===== src/rtl/stall_ctrl.sv =====
// -----------------------------------------------------------------------------
// stall_ctrl -- pipeline hazard / stall controller
//
// Purpose:
//   Decides each cycle whether the front of the pipeline advances, holds or
//   is flushed. Three event sources are arbitrated with a fixed priority:
//     1. branch_taken  : flush IF/ID, let the PC take the branch target,
//                        abort any multi-cycle hold in progress.
//     2. multi-cycle op: hold IF/ID and PC for exactly mc_len cycles
//                        (SAD / find-min competition instructions).
//     3. load-use      : hold IF/ID and PC for a single cycle while a load
//                        in ID/EX produces a register the IF/ID op reads.
//
// Handshake / timing:
//   There is no valid/ready pairing here. stall, pc_write, ifid_write and
//   ifid_flush are combinational from the current state and the current
//   inputs and are meant to be consumed by the pipeline registers on the
//   same rising edge. busy and stall_cycles are registered-state outputs.
//
// Ports:
//   clk            in   1  clock, all state updates on the rising edge
//   rst_n          in   1  synchronous active-low reset
//   idex_memread   in   1  ID/EX instruction is a load
//   idex_rt        in   5  destination register of that load
//   ifid_rs        in   5  rs source of the IF/ID instruction
//   ifid_rt        in   5  rt source of the IF/ID instruction
//   ifid_uses_rt   in   1  IF/ID instruction actually reads rt
//   mc_req         in   1  IF/ID instruction is a multi-cycle op
//   mc_len         in   4  number of stall cycles that op needs (0..15)
//   branch_taken   in   1  branch resolved taken in EX
//   stall          out  1  zeroes ID/EX control signals
//   pc_write       out  1  PC update enable
//   ifid_write     out  1  IF/ID load enable
//   ifid_flush     out  1  turns IF/ID into a NOP
//   busy           out  1  controller is inside a multi-cycle hold
//   stall_cycles   out 16  saturating count of cycles with stall=1
//
// Configuration:
//   STALL_CTRL_PERF_CNT_EN  when defined, stall_cycles is a live saturating
//                           counter; when undefined it is tied to zero and
//                           no counter register exists.
// -----------------------------------------------------------------------------
module stall_ctrl (
    input  logic        clk,
    input  logic        rst_n,
    input  logic        idex_memread,
    input  logic [4:0]  idex_rt,
    input  logic [4:0]  ifid_rs,
    input  logic [4:0]  ifid_rt,
    input  logic        ifid_uses_rt,
    input  logic        mc_req,
    input  logic [3:0]  mc_len,
    input  logic        branch_taken,
    output logic        stall,
    output logic        pc_write,
    output logic        ifid_write,
    output logic        ifid_flush,
    output logic        busy,
    output logic [15:0] stall_cycles
);

    typedef enum logic [1:0] {
        ST_IDLE     = 2'b00,
        ST_MC_STALL = 2'b01,
        ST_RELEASE  = 2'b10
    } state_t;

    state_t     state_q, state_d;
    logic [3:0] cnt_q, cnt_d;

    logic lu_hz;
    logic stall_c, pc_write_c, ifid_write_c, ifid_flush_c;

    // Load-use hazard. Register 0 is hard-wired to zero, so a load into it
    // never creates a dependency.
    always_comb begin
        lu_hz = idex_memread && (idex_rt != 5'd0) &&
                ((idex_rt == ifid_rs) || (ifid_uses_rt && (idex_rt == ifid_rt)));
    end

    // -------------------------------------------------------------------------
    // Next-state and raw output decode.
    // cnt holds the number of MC_STALL cycles still to come, including the
    // current one; the IDLE cycle that accepts the op is the first stall
    // cycle, so it loads mc_len-1.
    // -------------------------------------------------------------------------
    always_comb begin
        state_d      = state_q;
        cnt_d        = cnt_q;
        stall_c      = 1'b0;
        pc_write_c   = 1'b1;
        ifid_write_c = 1'b1;
        ifid_flush_c = 1'b0;

        if (branch_taken) begin
            // The wrong-path instruction in IF/ID is squashed and the PC is
            // redirected, so both registers must still load.
            stall_c      = 1'b1;
            ifid_flush_c = 1'b1;
            state_d      = ST_IDLE;
            cnt_d        = 4'd0;
        end else begin
            case (state_q)
                ST_IDLE: begin
                    if (mc_req && (mc_len != 4'd0)) begin
                        stall_c      = 1'b1;
                        pc_write_c   = 1'b0;
                        ifid_write_c = 1'b0;
                        cnt_d        = mc_len - 4'd1;
                        state_d      = (mc_len >= 4'd2) ? ST_MC_STALL : ST_RELEASE;
                    end else if (lu_hz) begin
                        stall_c      = 1'b1;
                        pc_write_c   = 1'b0;
                        ifid_write_c = 1'b0;
                    end
                end

                ST_MC_STALL: begin
                    stall_c      = 1'b1;
                    pc_write_c   = 1'b0;
                    ifid_write_c = 1'b0;
                    if (cnt_q <= 4'd1) begin
                        // Last hold cycle; cnt_q==0 cannot occur normally
                        // but is treated the same so the FSM cannot stick.
                        cnt_d   = 4'd0;
                        state_d = ST_RELEASE;
                    end else begin
                        cnt_d = cnt_q - 4'd1;
                    end
                end

                ST_RELEASE: begin
                    // The multi-cycle instruction is still sitting in IF/ID
                    // with mc_req high; ignoring mc_req here lets it move on
                    // instead of re-triggering itself.
                    if (lu_hz) begin
                        stall_c      = 1'b1;
                        pc_write_c   = 1'b0;
                        ifid_write_c = 1'b0;
                    end
                    state_d = ST_IDLE;
                end

                default: begin
                    // Unused encoding: behave as a plain pipeline cycle and
                    // recover to IDLE on the next edge.
                    if (lu_hz) begin
                        stall_c      = 1'b1;
                        pc_write_c   = 1'b0;
                        ifid_write_c = 1'b0;
                    end
                    cnt_d   = 4'd0;
                    state_d = ST_IDLE;
                end
            endcase
        end
    end

    // -------------------------------------------------------------------------
    // Output stage: while reset is asserted the pipeline runs freely.
    // -------------------------------------------------------------------------
    always_comb begin
        stall      = 1'b0;
        pc_write   = 1'b1;
        ifid_write = 1'b1;
        ifid_flush = 1'b0;
        busy       = 1'b0;
        if (rst_n) begin
            stall      = stall_c;
            pc_write   = pc_write_c;
            ifid_write = ifid_write_c;
            ifid_flush = ifid_flush_c;
            busy       = (state_q == ST_MC_STALL);
        end
    end

    always_ff @(posedge clk) begin
        if (!rst_n) begin
            state_q <= ST_IDLE;
            cnt_q   <= 4'd0;
        end else begin
            state_q <= state_d;
            cnt_q   <= cnt_d;
        end
    end

    // -------------------------------------------------------------------------
    // Stall-cycle performance counter.
    // -------------------------------------------------------------------------
`ifdef STALL_CTRL_PERF_CNT_EN
    logic [15:0] stall_cycles_q, stall_cycles_d;

    // stall is already forced low during reset, so no extra rst_n term.
    always_comb begin
        stall_cycles_d = stall_cycles_q;
        if (stall && (stall_cycles_q != 16'hFFFF)) begin
            stall_cycles_d = stall_cycles_q + 16'd1;
        end
    end

    always_ff @(posedge clk) begin
        if (!rst_n) begin
            stall_cycles_q <= 16'd0;
        end else begin
            stall_cycles_q <= stall_cycles_d;
        end
    end

    assign stall_cycles = stall_cycles_q;
`else
    assign stall_cycles = 16'd0;
`endif

endmodule


===== config.mk =====
export PLATFORM = sky130hd
export DESIGN_NAME = stall_ctrl
export DESIGN_NICKNAME = d
export VERILOG_FILES = /design/src/rtl/stall_ctrl.sv
export SDC_FILE = /design/constraint.sdc
export NUM_CORES = 1
export LEC_CHECK = 0
export CAP_MARGIN = 15
export CORE_UTILIZATION = 30
export CTS_BUF_LIST = sky130_fd_sc_hd__clkbuf_8 sky130_fd_sc_hd__clkbuf_16
export CTS_CLUSTER_SIZE = 25
export DETAILED_ROUTE_END_ITERATION = 12
export PLACE_DENSITY = 0.64
export REMOVE_ABC_BUFFERS = 1
export SLEW_MARGIN = 20
export SYNTH_ARGS = -nofsm -noshare
export SYNTH_HDL_FRONTEND = slang
export SYNTH_SLANG_ARGS = --single-unit

===== constraint.sdc =====
create_clock -name clk -period 2.49 [get_ports clk]
set_input_delay 0.498 -clock clk [delete_from_list [all_inputs] [get_ports clk]]
set_output_delay 0.498 -clock clk [all_outputs]
set_load 0.005 [all_outputs]

==> impl_results.md, run 1 <==
- Result of the run: completed
- Maximum clock frequency: 415 MHz
- Die outline width: between 50 and 60 microns
- Standard-cell row count: 17
- Post-layout net count: approximately 180
- Final Instance Count excl. Fillers: about 180
- Highest-count cells in the layout ignoring fill and taps: clkdlybuf4s50_1 (20), buf_4 (17), conb_1 (16)
- Die Ht: approximately 52 microns
- Iteration-0 DRC count of the detailed router: 21
- Fin. Hold Viols: 0
- Total I/O pin count: 46
- Worst setup EP type: primary output
- RePlAce Congestion: 0.804
- Peak fanout along the critical path: 2
- Cell area after layout: about 1200 sq um
- Count of unique library cells instantiated by Yosys: 35
- Launching element type of the critical path: input pin
- Number of buffers inserted during clock tree synthesis: 3
- Antenna diode count: 0
- Initial Util: 0.329
- Type of the worst setup path: input pin to primary output
- Number of antenna violations at the first check in global routing: 0
- Clock tree from TritonCTS: yes
- Post-route DRC: 0
- Clk_lat worst skew: roughly 0.22 ns
- Slew Limit Fails: 0
- Number of sinks driven by the clock tree: 6
- Overall routed net length: 2010 microns
- Most common cell after layout, fill and taps aside: clkdlybuf4s50_1
- Aggregate global routing overflow: 0
- Ranking of synthesized cells by area: buf_4 (17%), dfxtp_1 (16%), xnor2_1 (14%)
- Number of cells produced by synthesis: about 100
- Detail Placement HPWL: ~1600 microns
- Via count of the first global-routing pass: just under 800
- Largest area contributor in the synthesized netlist: buf_4
- Min cycle time layout: around 2.4 ns
- Required time reported for the critical path endpoint: between 1.5 and 2 ns
- Share of synthesized area occupied by flip-flops and latches: 0.161
- Cell Pwr Density: ~340 nW/um^2
- Hold bufs inserted after CTS: 0
- Hold Path Class: register to register
- Clock Tree Root: clkbuf_8
- Total Power: roughly 0.41 mW
- Slack of the critical path: ~0.08 ns
- IO buf count: 29
- Utilization after layout: 0.527
- Standard cell core area: 2280 sq um
- Worst-case clock buffer depth: 2
- Proportion of layout cells with a drive suffix above 1: 0.245
- Wire length of the first global-routing pass: between 3000 and 4000 microns
- Proportion of netlist area held by the largest area contributor: 0.171
- Clock slew at the register clock pins of the worst setup and hold paths: ~0.030 ns
- Die area: 2700 sq um
- Post-place setup slack: -0.671 ns
- Cell area after placement: approximately 1100 sq um
- Detailed-route wire length per cell: 11.5 microns
- Max Clock Skew: around 0.0034 ns
- Leakage Power: slightly above 0.5 nW
- Final Setup Violations: 0
- Final sum of negative setup slack: 0 ns
- Arrival @ worst endpoint: 1.91 ns
- All-Layer GR Usage: 0.165
- Final-layout worst hold slack: a little over 0.5 ns
- Final antenna-violating net count: 0
- First-pass detailed-route iteration total: 5
- Pin count of the biggest net entering global routing: 9
- Vias post-DR: between 800 and 900
- H-tree depth: 1
- Via/cell ratio: around 4.7
- Syn avg cell area: between 7 and 8 sq um
- Number of warning messages in the yosys log: 0
- Final period util: 0.968
- Area grow syn2layout: 60.4%
- Max-capacitance violation count: 0
- Dpl cells: 169
- Maximum ir drop on the vdd rail: ~250 uV
- Synthesized cell area: about 750 sq um
- Flip-flop and latch count after synthesis: 6
## Yosys cell counts, drive strengths merged
cell type and count:
ha 4, xnor2 12, nand3 1, xor2 1, a31o 1, inv 6
or3b 1, conb 1, a31oi 1, nor3 5, nand2b 2, o21a 1
a22o 1, o22ai 1, or2 1, nand2 5, nor4 2, a21o 2
o2bb2ai 1, nand4 1, nor3b 1, clkbuf 2, or4 1, nor2b 1
nor2 7, and2 1, and3 1, dfxtp 6, a21oi 7, buf 17
o211ai 2, o21ai 2, a211oi 3
## state kept, by name, summed over array words and instances (netlist names)
signal / cells
cnt_q: 4
state_q: 2
## routing by layer
metal / global-route usage / part of all wire / routed length (microns) / up-vias
li1: - / - / - / 407
met1: 0.169 / 0.41 / 835 / 367
met2: 0.297 / 0.49 / 988 / 46
met3: 0.0556 / 0.081 / 164 / 2
met4: 0.0766 / 0.013 / 26 / 0
met5: 0 / 0 / 0 / -
## worst paths after layout
path                  start         end  slack [ns]  cells past startpoint
setup reg to reg   cnt_q[0]    cnt_q[3]        0.77                      6
hold reg to reg    cnt_q[0]    cnt_q[0]        0.51                      2
setup / recovery  mc_len[0]  ifid_write        0.08                      9
hold / removal     cnt_q[0]    cnt_q[0]        0.51                      2
## logic make-up after synthesis
| logic type | Yosys count | synth area share |
|---|---|---|
| compound gates | 22 | 0.192 |
| xor+xnor | 13 | 0.152 |
| fa+ha+maj | 4 | 0.0669 |
| buf+inv | 25 | 0.212 |
| flops | 6 | 0.161 |
| other cells | 1 | 0.00501 |
| simple gates | 30 | 0.211 |
## critical path: stages
cell and delay, ns:
buf_6 0.10, inv_4 0.06, ha_4 0.13, or3b_4 0.38, a21o_1 0.21, buf_6 0.12
nor3b_4 0.14, a21oi_2 0.14, buf_2 0.13
## power by group
part	switching, mW	internal [mW]
clock network	0.0366	0.103
logic	0.0674	0.0951
registers	0.00536	0.101
## what timing repair did
action / CTS / global route
buffers inserted: 2 / 1
hold endpoints to repair: 0 / 0
setup endpoints to repair: 3 / 3
pin swaps: 3 / 4
gates resized for setup: 33 / 6
cloned: 0 / 0
## area by class of cell
cell class | instances | area [sq um]
Inverter | 6 | 25.0
Clock buffer | 3 | 41.3
Fill cell | 217 | 1080
Multi-Input combinational cell | 85 | 567
Timing Repair Buffer | 47 | 412
Sequential cell | 6 | 120
Tap cell | 28 | 35.0
Note: power is estimated with default switching activity, not from simulation.
==> run 2: changes to the inputs <==
--- a/config.mk
+++ b/config.mk
@@ -12,6 +12,7 @@
 export DETAILED_ROUTE_END_ITERATION = 12
 export PLACE_DENSITY = 0.64
 export REMOVE_ABC_BUFFERS = 1
+export SKIP_LAST_GASP = 1
 export SLEW_MARGIN = 20
 export SYNTH_ARGS = -nofsm -noshare
 export SYNTH_HDL_FRONTEND = slang
==> results of run 2 <==
Final layout, timing and power as in run 1 (identical DEF).
Among the figures that moved: number of gates resized after CTS 33 -> 32; wire length of the first global-routing pass 3170 microns -> 3150 microns; via count of the first global-routing pass 781 -> 780; overall routing resource usage 0.165 -> 0.164; met1 usage 0.169 -> 0.167
==> RTL change (flow settings as in run 2) <==
Build with the macro `STALL_CTRL_PERF_CNT_EN` defined.
--- a/src/rtl/stall_ctrl.sv
+++ b/src/rtl/stall_ctrl.sv
@@ -42,2 +42,4 @@
 // -----------------------------------------------------------------------------
+`define STALL_CTRL_PERF_CNT_EN
+
 module stall_ctrl (
Check against the original RTL: not equivalent (Yosys sat finds a counterexample within 4 cycles, from zero or initial values and one cycle with rst_n low).
==> RTL change against run 2 <==
The run now ends with DRC left. Sequential share of layout area grew 10 points. Final area rose by 83%. Worst setup slack improved by 7.5 ps. Synthesized area rose by 93%. Power rose by 120%. Routed wire length is 82% higher. Sequential cell count increased by 16. Utilization decreased by 4.0 points. Critical path type unchanged. Largest power group is now sequential cells.
==> RTL change: results (changes against run 2) <==
The number of flip-flops in the largest register is 16 (+12). The worst-case setup slack after placement is -561 ps (+110 ps). The flip-flop and latch count after synthesis is 22 (+16).

The average detailed-routed wire length per instance was 12.5 µm (+8.6%). The count of unique library cells instantiated by Yosys came out at 40 (+14%). The clock-pin slew on the worst setup and hold paths came out at 80 ps (+50 ps). The share of cell area taken by muxes after synthesis was 0.0416 (+0.0416). The post-route met1 wirelength is 1760 µm (+110%). The met3 demand-to-capacity share in global routing is 0.0281 (-0.0274). The slowest stage of the critical path is the sky130_fd_sc_hd__or4_1 cell. The area after detailed placement is 2090 µm² (+89%). The violation count after the first detailed-route iteration is 62 (+200%). The count of TritonRoute iterations in the first routing pass is 8 (+3). The met3 layer wire length in the routed design is 225 µm (+37%). In this run the critical register-to-register path is captured at stall_cycles[7]. The routed wire length on met2 came out at 1630 µm (+65%).

The checks that failed: DRC. The highest cell delay on the worst timing path came out at 510 ps (+130 ps). The count of input and output buffers came out at 45 (+55%). The met1 usage is 0.189 (+0.0216).

The share of the synthesized area in compound gates (AO/OA/AOI/OAI) came out at 0.190 (-0.00183). The number of design rule violations left after detail routing is 6 (+6). The non-clock buffer count in the final layout came out at 70 (+49%).

The wire length of the first global-routing pass came out at 6050 µm (+92%). The final weighted congestion in routability-driven placement came out at 0.822 (+2.3%). The flow ran to the end, but the final reports show violations.
## RTL change: cell count changes after synthesis, moves of 4 or more
| cell | change |
|---|---|
| sky130_fd_sc_hd__and3_1 | +5 |
| sky130_fd_sc_hd__buf_4 | -16 |
| sky130_fd_sc_hd__dfxtp_1 | +16 |
| sky130_fd_sc_hd__mux2i_1 | +6 |
| sky130_fd_sc_hd__nand2_1 | +11 |
| sky130_fd_sc_hd__nand3_1 | +16 |
| sky130_fd_sc_hd__o21ai_0 | +4 |
| sky130_fd_sc_hd__o31ai_1 | +6 |
| sky130_fd_sc_hd__or4_2 | +5 |
## RTL change: how the worst max path moves through the flow
stage / startpoint / endpoint / cells after the start
detailed placement: idex_rt[1] / stall / 6
global placement: idex_rt[1] / stall / 6
CTS: ifid_rt[2] / pc_write / 8
finish: idex_rt[3] / stall / 6
global route: idex_rt[4] / stall / 9
floorplan: idex_rt[1] / stall / 4
